`config.mk`:
```
export PLATFORM = sky130hd
export DESIGN_NAME = qpsk_mapper_preambula_flat
export DESIGN_NICKNAME = d
export VERILOG_FILES = /design/src/rtl/qpsk_mapper_preambula_if.sv /design/src/rtl/qpsk_mapper_preambula.sv /design/src/flat_wrapper.sv
export SDC_FILE = /design/constraint.sdc
export NUM_CORES = 1
export LEC_CHECK = 0
export CAP_MARGIN = 20
export CORE_UTILIZATION = 52
export DETAILED_ROUTE_END_ITERATION = 7
export PLACE_DENSITY = 0.84
export SYNTH_ARGS = -nofsm -noshare
export SYNTH_HDL_FRONTEND = slang
export SYNTH_SLANG_ARGS = --single-unit
```
`constraint.sdc`:
```
create_clock -name clock -period 2.38 [get_ports clock]
set_input_delay 0.595 -clock clock [delete_from_list [all_inputs] [get_ports clock]]
set_output_delay 0.595 -clock clock [all_outputs]
set_load 0.005 [all_outputs]
```
`src/rtl/qpsk_mapper_preambula_if.sv`:
```
// Bus between the preamble ROM builder, the QPSK mapper and the IFFT loader.
// Handshake: a transfer happens on a rising edge where valid and ready are both 1;
// valid never depends on ready, and a producer holds its data while ready is low.
interface qpsk_mapper_preambula_if #(
  parameter int DATA_WIDTH = 16,
  parameter int IDX_WIDTH  = 7
);
  logic                         enable;
  logic [1:0]                   bit_in;
  logic                         valid_in;
  logic                         ready_out;
  logic signed [DATA_WIDTH-1:0] i_out;
  logic signed [DATA_WIDTH-1:0] q_out;
  logic                         valid_out;
  logic                         ready_in;
  logic [IDX_WIDTH-1:0]         sym_idx;
  logic                         sop_out;
  logic                         eop_out;
  logic [7:0]                   frame_cnt;
  logic [1:0]                   dbg_count;

  modport master (
    output enable, bit_in, valid_in, ready_in,
    input  ready_out, i_out, q_out, valid_out, sym_idx, sop_out, eop_out,
           frame_cnt, dbg_count
  );

  modport slave (
    input  enable, bit_in, valid_in, ready_in,
    output ready_out, i_out, q_out, valid_out, sym_idx, sop_out, eop_out,
           frame_cnt, dbg_count
  );
endinterface

```
`src/rtl/qpsk_mapper_preambula.sv`:
```
// Gray-maps 2-bit preamble pairs to QPSK I/Q samples and buffers them in a
// 2-entry FIFO tagged with subcarrier index and start/end-of-symbol flags.
module qpsk_mapper_preambula #(
  parameter int DATA_WIDTH = 16,
  parameter int AMP        = 11585,
  parameter int N_SYM      = 64,
  parameter int IDX_WIDTH  = 7
) (
  input  logic                     clock,
  input  logic                     reset,
  qpsk_mapper_preambula_if.slave   bus
);

  typedef struct packed {
    logic [DATA_WIDTH-1:0] i;
    logic [DATA_WIDTH-1:0] q;
    logic [IDX_WIDTH-1:0]  idx;
    logic                  sop;
    logic                  eop;
  } entry_t;

  localparam logic [DATA_WIDTH-1:0] AMP_P    = DATA_WIDTH'(AMP);
  localparam logic [DATA_WIDTH-1:0] AMP_N    = ~AMP_P + DATA_WIDTH'(1);
  localparam logic [IDX_WIDTH-1:0]  LAST_IDX = IDX_WIDTH'(N_SYM - 1);

  logic [1:0]           r_count;
  entry_t               r_head;
  entry_t               r_tail;
  logic [IDX_WIDTH-1:0] r_wr_idx;
  logic [7:0]           r_frame_cnt;

  logic                 w_ready;
  logic                 w_push;
  logic                 w_pop;
  entry_t               w_new;
  logic [1:0]           w_count_nxt;
  entry_t               w_head_nxt;
  entry_t               w_tail_nxt;
  logic [IDX_WIDTH-1:0] w_wr_idx_nxt;

  // ready_out looks only at registered occupancy, never at ready_in
  assign w_ready = bus.enable && (r_count != 2'd2);
  assign w_push  = bus.valid_in && w_ready;
  assign w_pop   = (r_count != 2'd0) && bus.ready_in;

  // bit 0 -> sign of I, bit 1 -> sign of Q, 1 means negative
  always_comb begin
    w_new     = '0;
    w_new.i   = bus.bit_in[0] ? AMP_N : AMP_P;
    w_new.q   = bus.bit_in[1] ? AMP_N : AMP_P;
    w_new.idx = r_wr_idx;
    w_new.sop = (r_wr_idx == '0);
    w_new.eop = (r_wr_idx == LAST_IDX);
  end

  always_comb begin
    w_wr_idx_nxt = r_wr_idx;
    if (w_push) begin
      w_wr_idx_nxt = (r_wr_idx == LAST_IDX) ? '0 : r_wr_idx + IDX_WIDTH'(1);
    end
  end

  // Head entry always drives the outputs, so it is left untouched when the
  // buffer empties; that gives the hold-last-value behaviour for free.
  always_comb begin
    w_count_nxt = r_count;
    w_head_nxt  = r_head;
    w_tail_nxt  = r_tail;
    case (r_count)
      2'd0: begin
        if (w_push) begin
          w_head_nxt  = w_new;
          w_count_nxt = 2'd1;
        end
      end
      2'd1: begin
        case ({w_push, w_pop})
          2'b11: w_head_nxt = w_new;
          2'b10: begin
            w_tail_nxt  = w_new;
            w_count_nxt = 2'd2;
          end
          2'b01: w_count_nxt = 2'd0;
          default: ;
        endcase
      end
      2'd2: begin
        if (w_pop) begin
          w_head_nxt  = r_tail;
          w_count_nxt = 2'd1;
        end
      end
      default: w_count_nxt = 2'd0;
    endcase
  end

  always_ff @(posedge clock or negedge reset) begin
    if (!reset) begin
      r_count     <= 2'd0;
      r_head      <= '0;
      r_tail      <= '0;
      r_wr_idx    <= '0;
      r_frame_cnt <= 8'd0;
    end else begin
      r_count  <= w_count_nxt;
      r_head   <= w_head_nxt;
      r_tail   <= w_tail_nxt;
      r_wr_idx <= w_wr_idx_nxt;
      if (w_pop && r_head.eop) begin
        r_frame_cnt <= r_frame_cnt + 8'd1;
      end
    end
  end

  assign bus.ready_out = w_ready;
  assign bus.valid_out = (r_count != 2'd0);
  assign bus.i_out     = r_head.i;
  assign bus.q_out     = r_head.q;
  assign bus.sym_idx   = r_head.idx;
  assign bus.sop_out   = r_head.sop;
  assign bus.eop_out   = r_head.eop;
  assign bus.frame_cnt = r_frame_cnt;
  assign bus.dbg_count = r_count;

endmodule

```
`src/flat_wrapper.sv`:
```
// flat-port wrapper written by rule: the top's interface ports become plain ports
module qpsk_mapper_preambula_flat 
#(
  parameter int DATA_WIDTH = 16,
  parameter int AMP        = 11585,
  parameter int N_SYM      = 64,
  parameter int IDX_WIDTH  = 7
)
  (clock, reset, bus_enable, bus_bit_in, bus_valid_in, bus_ready_in, bus_ready_out, bus_i_out, bus_q_out, bus_valid_out, bus_sym_idx, bus_sop_out, bus_eop_out, bus_frame_cnt, bus_dbg_count);
  qpsk_mapper_preambula_if #(.DATA_WIDTH(DATA_WIDTH), .IDX_WIDTH(IDX_WIDTH)) bus_i ();
  input  logic clock;
  input  logic reset;
  input wire logic [$bits(bus_i.enable)-1:0] bus_enable;
  input wire logic [$bits(bus_i.bit_in)-1:0] bus_bit_in;
  input wire logic [$bits(bus_i.valid_in)-1:0] bus_valid_in;
  input wire logic [$bits(bus_i.ready_in)-1:0] bus_ready_in;
  output wire logic [$bits(bus_i.ready_out)-1:0] bus_ready_out;
  output wire logic [$bits(bus_i.i_out)-1:0] bus_i_out;
  output wire logic [$bits(bus_i.q_out)-1:0] bus_q_out;
  output wire logic [$bits(bus_i.valid_out)-1:0] bus_valid_out;
  output wire logic [$bits(bus_i.sym_idx)-1:0] bus_sym_idx;
  output wire logic [$bits(bus_i.sop_out)-1:0] bus_sop_out;
  output wire logic [$bits(bus_i.eop_out)-1:0] bus_eop_out;
  output wire logic [$bits(bus_i.frame_cnt)-1:0] bus_frame_cnt;
  output wire logic [$bits(bus_i.dbg_count)-1:0] bus_dbg_count;
  assign bus_i.enable = bus_enable;
  assign bus_i.bit_in = bus_bit_in;
  assign bus_i.valid_in = bus_valid_in;
  assign bus_i.ready_in = bus_ready_in;
  assign bus_ready_out = bus_i.ready_out;
  assign bus_i_out = bus_i.i_out;
  assign bus_q_out = bus_i.q_out;
  assign bus_valid_out = bus_i.valid_out;
  assign bus_sym_idx = bus_i.sym_idx;
  assign bus_sop_out = bus_i.sop_out;
  assign bus_eop_out = bus_i.eop_out;
  assign bus_frame_cnt = bus_i.frame_cnt;
  assign bus_dbg_count = bus_i.dbg_count;
  qpsk_mapper_preambula #(.DATA_WIDTH(DATA_WIDTH), .AMP(AMP), .N_SYM(N_SYM), .IDX_WIDTH(IDX_WIDTH)) u_core (.clock(clock), .reset(reset), .bus(bus_i));
endmodule
```
==> impl_metrics.yaml, run 1 <==
run_status:
  status: "completed"
synth:
  synth_top_area_share_pct: 48.3
  synth_top_cells_by_count: "dfrtp_1 (45), mux2_2 (30), buf_4 (27), nand2_1 (11)"
  synth.area.top_cells: "dfrtp_1 (48%), mux2_2 (15%), buf_4 (8.7%)"
  ys_seq_area_share_pct: 48.3
  synth-async-reset-ratio_pct: 100
  synth_ff_type: "dfrtp_1"
  yosysTopAreaCell: "dfrtp_1"
  ys_ff_latch: 45
  synth_edf_count: 0
  ys_types: 38
  syn_area_mm2: 0.00233
  synth.most_common_cell: "dfrtp_1"
  synth_cells: 194
  yosys_warnings: 0
  synthesis.nets: 204
  syn_area_per_cell_um2: 12.0
setup_path:
  cp_data_required_time_ns: 1.78
  crit_path_start_kind: "input pin"
  worstPathCellList: "clkdlybuf4s50_1 -> nor2b_1 -> clkdlybuf4s50_1"
  path_buf_inv: 2
  slowest_delay_ns: 0.50
  cp.arrival_ns: 1.69
  cpMaxStageDelayCell: "clkdlybuf4s50_1"
  path_max_fanout: 2
  path_delay_family: "buffers and inverters"
  cp_common_cell: "clkdlybuf4s50_1"
  path_class: "in2out"
  end_kind: "output pin"
floorplan:
  core.rowCount: 23
  dieArea_mm2: 0.00475
  pin_count: 60
  die_h_um: 68.9
  start_util_pct: 56.2
  die_x_um: 68.9
  coreArea_mm2: 0.00414
clock_network:
  htree_levels: 2
  cts.path.max_buffers: 2
  clock_sinks: 45
  cts_made_buffers: 5
  post_cts_resized: 0
  hold_buffers: 0
  path_clk_slew_ns: 0.08
  clock_latency_ns: 0.29
  cts_setup_buffers: 0
  cts_root_buffer: "clkbuf_8"
  cts_tree: "built"
sta:
  tightestPinTransition_ns: 0.553
  hold_ws_ns: 0.362
  final-setup-viol-count: 0
  min_period_ns: 2.28
  finalHoldViolations: 0
  drv_slew: 0
  max_freq_mhz: 439
  skew_ns: 0.00495
  period_share_pct: 95.8
  fin_setup_tns_ns: 0
  grt_setup_unrepaired: "no"
  relSlewSlack_pct: 63.1
drt:
  dr.pass1.iters: 4
  drc_errors: 0
  totalWireLength_um: 4210
  ant_nets: 0
  routed_via_density: 5.35
  vias: 1515
  drt_iter0_markers: 82
  wire_per_inst_um: 14.9
grt:
  grt_pass1_wl_um: 6800
  grt_antenna_before_repair: 0
  grt-ovfl-total: 0
  grtUsageTotal_pct: 20.2
  grt_pass1_vias: 1449
  grt_start_max_net_pins: 46
pwr:
  sequentialPowerShare_pct: 46.6
  power_frac_comb_pct: 34.6
  p_switching_uw: 707
  design_power_total_uw: 2490
  ir_drop_mv: 0.612
  power.density_mw_per_mm2: 862
  switching_share_pct: 28.4
  pwr-share-clk_pct: 18.8
  p_leak_uw: 0.00126
  p_int_uw: 1780
layout:
  antenna_cells: 0
  regArea_mm2: 0.00113
  area_delta_synth_final_pct: 23.9
  drive_gt1_share_pct: 21.9
  design_area_mm2: 0.00289
  multi_input_area_um2: 931
  nFillCells: 304
  fin_nets: 243
placed_design:
  placedInstanceArea_mm2: 0.00280
  post-dp-hpwl_um: 2970
  place_congestion: 0.760
  portBuffers: 59
flow_run:
  maxCapViolations: 0
worst_hold_path:
  hold_class: "in2async"
final cells by class:
type	count	share of cell area [%]
sequential	45	39.0
multi-input combinational	108	32.2
timing repair buffer	67	22.8
clock buffer	7	2.99
tap	50	2.17
inverter	6	0.780
per-stage QoR:
stage          instances  setup WS, ns  util (%)
2_1_floorplan        194         0.615         -
3_3_place_gp         276        0.0982      67.6
3_5_place_dp         276        0.0952      67.6
4_1_cts              283        0.0938      69.7
5_1_grt              283        0.0242      69.7
6_report             283        0.0995      69.7
placed cells by master (no fill, tap or decap), types with 2 or more instances in the layout:
master           Yosys  routed
nor3_1               4       4
nand3b_1             3       3
nor4_1               4       4
nor2_1               3       3
dfrtp_1             45      45
mux2_1               6       6
nand3_1              4       4
ha_1                 3       3
mux2i_1              5       5
xor2_1               6       6
xnor2_1              3       3
inv_1                6       6
mux2_2              30      30
clkdlybuf4s50_1      0      58
o211ai_1             2       2
nand2_1             11      11
buf_4               27       7
o22ai_1              2       2
or2_2                2       2
o21ai_0              3       3
clkbuf_8             0       6
cell families after synthesis:
logic type / Yosys count / share of synthesized area, %
and+or+nand+nor: 41 / 10.4
muxes: 41 / 19.5
xor gates and xnor gates: 9 / 3.38
AOI/OAI and AO/OA: 14 / 4.89
buffers and inverters: 41 / 11.8
DFF: 45 / 48.3
adders and majority gates: 3 / 1.61
per-layer routing:
metal / routed length (um) / global-route usage (%) / vias to the layer above
li1: - / - / 724
met2: 2020 / 33.0 / 42
met4: 46 / 7.91 / 0
met5: 0 / 0 / -
met1: 1940 / 25.4 / 745
met3: 213 / 5.43 / 4
power by group through the flow:
stage	logic (uW)	registers (uW)	clock network (uW)
after global placement	848	1160	0
final	862	1160	469
after floorplan	552	1120	0
after detailed placement	872	1170	0
after global routing	949	1200	516
after CTS	874	1160	478
final timing paths:
path | endpoint | slack, ns | cells past startpoint | startpoint
worst min-delay path | u_core.bus.eop_out | 0.36 | 2 | reset
min in group clock | u_core.r_tail[25] | 0.48 | 1 | u_core.r_tail[25]
worst min register to register | u_core.r_tail[25] | 0.48 | 1 | u_core.r_tail[25]
worst max-delay path | bus_ready_out | 0.1 | 3 | bus_enable
worst max register to register | u_core.bus.sop_out | 0.58 | 5 | u_core.r_wr_idx[0]
max in group asynchronous | u_core.r_tail[5] | 1.63 | 2 | reset
flip-flops by register name, indices dropped and copies added, names as in the netlist:
signal	count
u_core.bus.sym_idx	7
u_core.bus.frame_cnt	8
u_core.r_wr_idx	7
u_core.bus.q_out	3
u_core.bus.eop_out	1
u_core.r_tail	14
u_core.bus.dbg_count	2
u_core.bus.sop_out	1
u_core.bus.i_out	2
Power figures use the tool's default switching activity.
==> inputs of run 2 (changes only) <==
--- a/config.mk
+++ b/config.mk
@@ -9,6 +9,8 @@
 export CORE_UTILIZATION = 52
 export DETAILED_ROUTE_END_ITERATION = 7
 export PLACE_DENSITY = 0.84
+export REMOVE_ABC_BUFFERS = 1
+export SETUP_SLACK_MARGIN = 0.4
 export SYNTH_ARGS = -nofsm -noshare
 export SYNTH_HDL_FRONTEND = slang
 export SYNTH_SLANG_ARGS = --single-unit
==> run 2 against run 1 <==
Clock-buffer cell count unchanged. Die area unchanged. Global-route usage fell by 0.55 points. Register-to-register slack better by 0.03 ns. Worst setup slack improved by 0.35 ns. Non-clock buffer count grew 1. Final cell count rose by 0.71%. Fmax is 18% higher. Largest cell class unchanged.
==> impl_metrics.yaml, run 2 (synthesis gave the netlist of run 1 again) <==
run_status:
  status: "completed"
clock_network:
  cts_tree: "built"
  clock_sinks: 45
  clock_latency_ns: 0.29
  hold_buffers: 0
  htree_levels: 2
  cts_made_buffers: 5
  cts.path.max_buffers: 2
  path_clk_slew_ns: 0.08
  cts_root_buffer: "clkbuf_8"
layout:
  final_cell_mix: "clkdlybuf4s50_1 (55), dfrtp_1 (41), mux2_2 (30)"
  nFillCells: 311
  regMostFlops: "u_core.r_tail"
  largest_reg_flops: 14
  antenna_cells: 0
  final_cells: 285
  design_area_mm2: 0.00294
  area_delta_synth_final_pct: 26.4
  drive_gt1_share_pct: 25.1
  layout_commonest_cell: "clkdlybuf4s50_1"
  fin_nets: 244
setup_path:
  crit_path_start_kind: "input pin"
  cp.depth: 5
  rrSetupSlack_ns: 0.61
  cp_data_required_time_ns: 2.56
  r2r-end: "u_core.bus.i_out[14]"
  path_buf_inv: 2
  path_delay_family: "buffers and inverters"
  path_class: "in2reg"
  cp.arrival_ns: 2.11
  worstPathCellList: "clkdlybuf4s50_1 -> nand2_1 -> o31ai_4 -> buf_12 -> mux2_2"
  critPathLaunch: "bus_enable"
  end_kind: "register"
  r2r-start: "u_core.bus.dbg_count[0]"
  path_max_fanout: 14
  cpMaxStageDelayCell: "clkdlybuf4s50_1"
  setup.worst_path.end: "u_core.bus.i_out[14]"
  reg2reg_depth: 5
  slowest_delay_ns: 0.47
grt:
  grt_pass1_wl_um: 6760
  grt_most_used_layer: "met2"
  gr-usage-met1_pct: 26.2
  grt-ovfl-total: 0
  grt_use_met3_pct: 3.95
  grt_use_met2_pct: 30.9
  grtUsageTotal_pct: 19.7
  grt_start_max_net_pins: 25
  grt_pass1_vias: 1379
  grt_antenna_before_repair: 0
floorplan:
  start_util_pct: 56.2
  core.rowCount: 23
  pin_count: 60
  dieArea_mm2: 0.00475
  die_h_um: 68.9
  die_x_um: 68.9
  coreArea_mm2: 0.00414
sta:
  hold_ws_ns: 0.246
  finalHoldViolations: 0
  max_freq_mhz: 518
  min_period_ns: 1.93
  grt_setup_unrepaired: "no"
  final-setup-viol-count: 0
  period_share_pct: 81.1
  drv_slew: 0
  fin_setup_tns_ns: 0
  tightestPinTransition_ns: 0.616
  skew_ns: 0.00558
  relSlewSlack_pct: 58.7
drt:
  routed_via_density: 5.33
  totalWireLength_um: 4300
  wire_per_inst_um: 15.1
  dr.pass1.iters: 4
  drt_iter0_markers: 75
  vias: 1518
  drc_errors: 0
  ant_nets: 0
flow_run:
  maxCapViolations: 0
placed_design:
  placedCellCount: 275
  portBuffers: 59
  post-dp-hpwl_um: 2980
  placedInstanceArea_mm2: 0.00281
  place_congestion: 0.776
pwr:
  design_power_total_uw: 2610
  ir_drop_mv: 0.443
  p_leak_uw: 0.00129
  power.density_mw_per_mm2: 886
worst_hold_path:
  hold_class: "in2async"
run 2: how the worst min path moves through the flow:
stage,from,slack (ns),depth (start not counted),to
2_1_floorplan,reset,0.30,0,u_core.bus.dbg_count[0]
4_1_cts,reset,0.26,1,u_core.r_wr_idx[6]
3_5_place_dp,u_core.r_tail[25],0.45,1,u_core.r_tail[25]
3_3_place_gp,u_core.r_tail[25],0.45,1,u_core.r_tail[25]
5_1_grt,reset,0.28,1,u_core.bus.sop_out
6_report,reset,0.25,1,u_core.r_wr_idx[6]
run 2: report_power, final:
part	switching [uW]	internal [uW]	leakage [uW]	total (uW)
clock network	240	342	0.0000585	583
registers	183	966	0.000553	1150
logic	281	595	0.000676	876
total	705	1900	0.00129	2610
run 2: worst reg2reg max path, cell delays in order, from the launching register on:
cell and delay (ns):
dfrtp_2 0.40, buf_4 0.16, nor2b_2 0.15, buf_4 0.31, mux2_2 0.38, mux2_2 0.26
run 2: timing repair:
item,CTS,global route
setup buffers,2,0
gates resized for setup,7,3
endpoints found under the setup margin,12,12
run 2: stage by stage:
| stage | util [%] | worst slack [ns] |
|---|---|---|
| detailed placement | 67.7 | 0.0765 |
| global route | 71.0 | 0.411 |
| finish | 71.0 | 0.451 |
| floorplan | - | -0.0298 |
| CTS | 71.0 | 0.367 |
| global placement | 67.7 | 0.103 |
run 2: final cells by class:
type,count,area (um2),share of cell area [%]
inverter,6,22.5,0.765
multi-input combinational,108,937,31.8
tap,50,62.6,2.12
timing repair buffer,68,674,22.9
sequential,45,1130,38.4
clock buffer,7,86.3,2.93
clock inverter,1,30.0,1.02
run 2: metal layers:
metal | share of wire, % | vias up
met2 | 48 | 28
li1 | - | 725
met5 | 0 | -
met4 | 1.6 | 0
met3 | 3.4 | 7
met1 | 47 | 758
